**src/rtl/thread_pc_bank.sv**
```systemverilog
// Per-thread program counters and run/halt state for the 4-thread fetch loop.
// Each thread is an identical slot; the top decodes the tid buses into per-slot strobes.

module thread_pc_slot #(
    parameter int             W        = 8,
    parameter logic [W-1:0]   RESET_PC = '0
) (
    input  logic         clk,
    input  logic         rst_n,
    input  logic         start,
    input  logic         fetch,
    input  logic         redirect,
    input  logic [W-1:0] target,
    input  logic         halt,
    input  logic         resume,
    output logic [W-1:0] pc,
    output logic         running
);
    typedef enum logic [1:0] {IDLE = 2'd0, RUN = 2'd1, HALT = 2'd2} state_t;

    localparam logic [W-1:0] PC_INC = W'(1);

    state_t       state, state_nxt;
    logic [W-1:0] pc_nxt;

    always_comb begin
        state_nxt = state;
        pc_nxt    = pc;
        case (state)
            IDLE:    if (start) state_nxt = RUN;
            RUN:     if (halt) state_nxt = HALT;
            HALT:    if (resume && !halt) state_nxt = RUN;
            default: state_nxt = IDLE;
        endcase
        // Redirect lands in any state and beats a same-cycle fetch.
        if (redirect)
            pc_nxt = target;
        else if (fetch && state == RUN)
            pc_nxt = pc + PC_INC;
    end

    always_ff @(posedge clk or negedge rst_n) begin
        if (!rst_n) begin
            state   <= IDLE;
            pc      <= RESET_PC;
            running <= 1'b0;
        end else begin
            state   <= state_nxt;
            pc      <= pc_nxt;
            running <= (state_nxt == RUN);
        end
    end
endmodule

module thread_pc_bank #(
    parameter int INSTMEM_LOG2_DEEP = 8,
    parameter int RESET_PC0         = 0,
    parameter int RESET_PC1         = 0,
    parameter int RESET_PC2         = 0,
    parameter int RESET_PC3         = 0
) (
    input  logic                         clk_i,
    input  logic                         rst_n_i,
    input  logic                         start_i,
    input  logic                         fetch_valid_i,
    input  logic [1:0]                   fetch_tid_i,
    input  logic                         redirect_valid_i,
    input  logic [1:0]                   redirect_tid_i,
    input  logic [INSTMEM_LOG2_DEEP-1:0] redirect_target_i,
    input  logic                         halt_valid_i,
    input  logic [1:0]                   halt_tid_i,
    input  logic                         resume_valid_i,
    input  logic [1:0]                   resume_tid_i,
    output logic [INSTMEM_LOG2_DEEP-1:0] thread0_pc_o,
    output logic [INSTMEM_LOG2_DEEP-1:0] thread1_pc_o,
    output logic [INSTMEM_LOG2_DEEP-1:0] thread2_pc_o,
    output logic [INSTMEM_LOG2_DEEP-1:0] thread3_pc_o,
    output logic [3:0]                   thread_running_o
);
    localparam int NUM_THREADS = 4;
    localparam int W           = INSTMEM_LOG2_DEEP;

    localparam logic [NUM_THREADS-1:0][W-1:0] RESET_PCS =
        {W'(RESET_PC3), W'(RESET_PC2), W'(RESET_PC1), W'(RESET_PC0)};

    logic [NUM_THREADS-1:0][W-1:0] pc;

    genvar g;
    generate
        for (g = 0; g < NUM_THREADS; g++) begin : g_thr
            thread_pc_slot #(
                .W        (W),
                .RESET_PC (RESET_PCS[g])
            ) u_slot (
                .clk      (clk_i),
                .rst_n    (rst_n_i),
                .start    (start_i),
                .fetch    (fetch_valid_i    && fetch_tid_i    == 2'(g)),
                .redirect (redirect_valid_i && redirect_tid_i == 2'(g)),
                .target   (redirect_target_i),
                .halt     (halt_valid_i     && halt_tid_i     == 2'(g)),
                .resume   (resume_valid_i   && resume_tid_i   == 2'(g)),
                .pc       (pc[g]),
                .running  (thread_running_o[g])
            );
        end
    endgenerate

    assign thread0_pc_o = pc[0];
    assign thread1_pc_o = pc[1];
    assign thread2_pc_o = pc[2];
    assign thread3_pc_o = pc[3];
endmodule

```
**config.mk**
```make
export PLATFORM = sky130hd
export DESIGN_NAME = thread_pc_bank
export DESIGN_NICKNAME = d
export VERILOG_FILES = /design/src/rtl/thread_pc_bank.sv
export SDC_FILE = /design/constraint.sdc
export NUM_CORES = 1
export LEC_CHECK = 0
export BUFFER_PORTS_ARGS = -buffer_cell sky130_fd_sc_hd__buf_2
export CAP_MARGIN = 20
export CORE_MARGIN = 8
export CORE_UTILIZATION = 53
export DETAILED_ROUTE_END_ITERATION = 12
export PLACE_DENSITY = 0.79
export SYNTH_ARGS = -nofsm -noshare
export SYNTH_HDL_FRONTEND = slang
export SYNTH_SLANG_ARGS = --single-unit
```
**constraint.sdc**
```tcl
create_clock -name clk_i -period 1.5 [get_ports clk_i]
set_input_delay 0.075 -clock clk_i [delete_from_list [all_inputs] [get_ports clk_i]]
set_output_delay 0.075 -clock clk_i [all_outputs]
set_load 0.03 [all_outputs]
```
==> impl_metrics.env <==
export IMPL_final_core_util_pct=66.5
export IMPL_syn_nets=286
export IMPL_port_buffers=58
export IMPL_globalplace_congestion=0.811
export IMPL_vias=2120
export IMPL_fin_hold_ws_ns=0.0653
export IMPL_synthArstFlopShare_pct=100
export IMPL_grt_max_degree=45
export IMPL_cap_violations=0
export IMPL_clk_latency_ns=0.30
export IMPL_syn_area_um2=2430
export IMPL_antenna_cells=0
export IMPL_hold_violations=0
export IMPL_drive_above_1_share_pct=25.5
export IMPL_grtUsageTotal_pct=17.8
export IMPL_syn2layout_area_growth_pct=19.7
export IMPL_yosys_area_top_type="dfrtp_1"
export IMPL_power_density_nw_per_um2=1680
export IMPL_tightest_slew_ns=0.549
export IMPL_path_clk_slew_ns=0.09
export IMPL_fp_coreArea_um2=4380
export IMPL_drtAntennaViolNets=0
export IMPL_worstHoldPathType="input pin to register"
export IMPL_cts_root_buf="clkbuf_8"
export IMPL_synthTopCellsByArea="dfrtp_1, o21ai_0, xnor2_1"
export IMPL_arrival_ns=1.62
export IMPL_slew_headroom_pct=63.3
export IMPL_ys_warnings_count=0
export IMPL_fin_area_um2=2920
export IMPL_synth_avg_cell_area_um2=9.40
export IMPL_htreeDepth=2
export IMPL_fmax_ghz=0.712
export IMPL_clock_sinks=44
export IMPL_cts_buffers=5
export IMPL_cts_buffer_depth=2
export IMPL_vdd_ir_drop_max_v=0.000804
export IMPL_synth_edf_count=0
export IMPL_endpoint_kind="register"
export IMPL_final_max_slew_viol_count=0
export IMPL_rsz0062_at_grt="false"
export IMPL_p_leak_nw=1.24
export IMPL_syn_inst=259
export IMPL_crit_type="register to register"
export IMPL_yosys_cell_types_count=38
export IMPL_report_final_setup_viol=0
export IMPL_fp_dieH_um=83.8
export IMPL_grt_pass1_vias=2126
export IMPL_ys_seq_area_share_pct=45.2
export IMPL_first_iter_violations=173
export IMPL_grt_antenna_before_repair=0
export IMPL_grt_pass1_wl_mm=10.2
export IMPL_drc=0
export IMPL_fin_setup_tns_ns=0
export IMPL_die_width_um=83.8
export IMPL_fin_crit_sh_pct=93.6
export IMPL_io_pins=59
export IMPL_synth_top_area_share_pct=45.2
export IMPL_startpoint_type="register"
export IMPL_skew_ns=0.00843
export IMPL_cts_tree="yes"
export IMPL_dp_final_hpwl_mm=4.61
export IMPL_initial_core_util_pct=55.5
export IMPL_synth_ff_latch_count=44
export IMPL_place_area_um2=2780
export IMPL_nNetsFinal=347
export IMPL_vias_per_cell=5.68
export IMPL_outcome="completed"
export IMPL_worstPathRequired_ns=1.72
export IMPL_die_area_um2=7020
export IMPL_wire_per_inst_um=16.7
export IMPL_wirelength_mm=6.23
export IMPL_rows=24
export IMPL_detail_route_first_pass_iterations=4
export IMPL_ys_flop_type="dfrtp_1"
export IMPL_grt_ovfl_total=0
export IMPL_fin_crit_ns=1.40
export IMPL_cp_max_fo=6
## cells in the final DEF (no fill, tap or decap), drive strengths merged, types with 4 or more instances in the layout
master,count
clkbuf,6
nand3,12
nand4,7
ha,4
mux2i,5
nor2,18
nor3b,4
xnor2,14
o22ai,6
nand2,28
nand2b,7
nor4,4
buf,64
a21oi,14
o21ai,26
xor2,12
nor3,9
inv,5
dfrtp,44
## sequential cells by signal, indices dropped and copies added (netlist names)
register	cells
g_thr.u_slot.running	4
g_thr.u_slot.pc	32
g_thr.u_slot.state	8
## cells in the mapped netlist, types with 5 or more instances
cell type,number
xor2_1,12
nor3_1,9
nand3_1,12
o21ai_0,26
buf_4,5
o22ai_1,6
nand2_1,28
dfrtp_1,44
a21oi_1,14
nand4_1,7
xnor2_1,14
mux2i_1,5
nor2_1,18
nand2b_1,6
inv_1,5
## layout make-up
| type | instances | area [um2] |
|---|---|---|
| Inverter | 5 | 18.8 |
| Clock inverter | 2 | 35.0 |
| Fill cell | 350 | 1470 |
| Timing Repair Buffer | 65 | 358 |
| Clock buffer | 6 | 72.6 |
| Tap cell | 52 | 65.1 |
| Sequential cell | 44 | 1100 |
| Multi-Input combinational cell | 199 | 1260 |
## where the power goes
part           switching, mW  internal, mW
registers              0.410          1.55
clock network          0.419         0.495
logic                   1.28         0.735
## logic make-up (layout without fill, tap and decap cells)
group | Yosys count | in the layout | synth area share, %
adders and majority gates | 4 | 4 | 2.06
AOI/OAI and AO/OA | 48 | 48 | 10.3
muxes | 6 | 6 | 2.52
xor gates and xnor gates | 26 | 26 | 9.35
and+or+nand+nor | 115 | 115 | 27.2
buffers and inverters | 16 | 78 | 3.34
DFF | 44 | 44 | 45.2
## worst paths after layout
| check | slack (ns) | to | from | depth (start not counted) |
|---|---|---|---|---|
| max in group asynchronous | 1.00 | g_thr[1].u_slot.state[0]$_DFF_PN0_ | rst_n_i | 3 |
| worst max register to register | 0.1 | g_thr[1].u_slot.pc[6]$_DFFE_PN0P_ | g_thr[1].u_slot.state[1]$_DFF_PN0_ | 4 |
| worst max-delay path | 0.1 | g_thr[1].u_slot.pc[6]$_DFFE_PN0P_ | g_thr[1].u_slot.state[1]$_DFF_PN0_ | 4 |
| worst min register to register | 0.56 | g_thr[1].u_slot.state[0]$_DFF_PN0_ | g_thr[1].u_slot.state[1]$_DFF_PN0_ | 1 |
| min in group asynchronous | 0.27 | g_thr[0].u_slot.pc[7]$_DFFE_PN0P_ | rst_n_i | 3 |
| worst min-delay path | 0.07 | g_thr[0].u_slot.pc[3]$_DFFE_PN0P_ | redirect_target_i[3] | 3 |
## layer usage
| metal | global-route usage (%) | up-vias | wire length, um |
|---|---|---|---|
| li1 | - | 1051 | - |
| met1 | 19.7 | 993 | 2530 |
| met2 | 32.0 | 65 | 3190 |
| met3 | 4.88 | 11 | 408 |
| met4 | 5.02 | 0 | 100 |
| met5 | 0 | - | 0 |
## through the flow
stage	setup WS [ns]	power [mW]	std cells
floorplan	0.0652	3.35	259
global placement	0.123	3.92	363
detailed placement	0.0726	3.98	363
CTS	0.0605	4.88	372
global route	0.00506	5.18	373
finish	0.0961	4.89	373
## worst max-delay path, cell delays in order (launching register included)
cell and delay [ns]:
dfrtp_1 0.43, and3b_1 0.26, nand3_2 0.10, or3_1 0.35, a31oi_1 0.19
## timing repair
item / 4_1_cts / 5_1_grt
setup buffers: 0 / 1
gates resized for setup: 0 / 5
hold endpoints to repair: 44 / 0
hold buffers: 1 / 0
setup endpoints to repair: 0 / 3
Note: power is estimated with default switching activity, not from simulation.
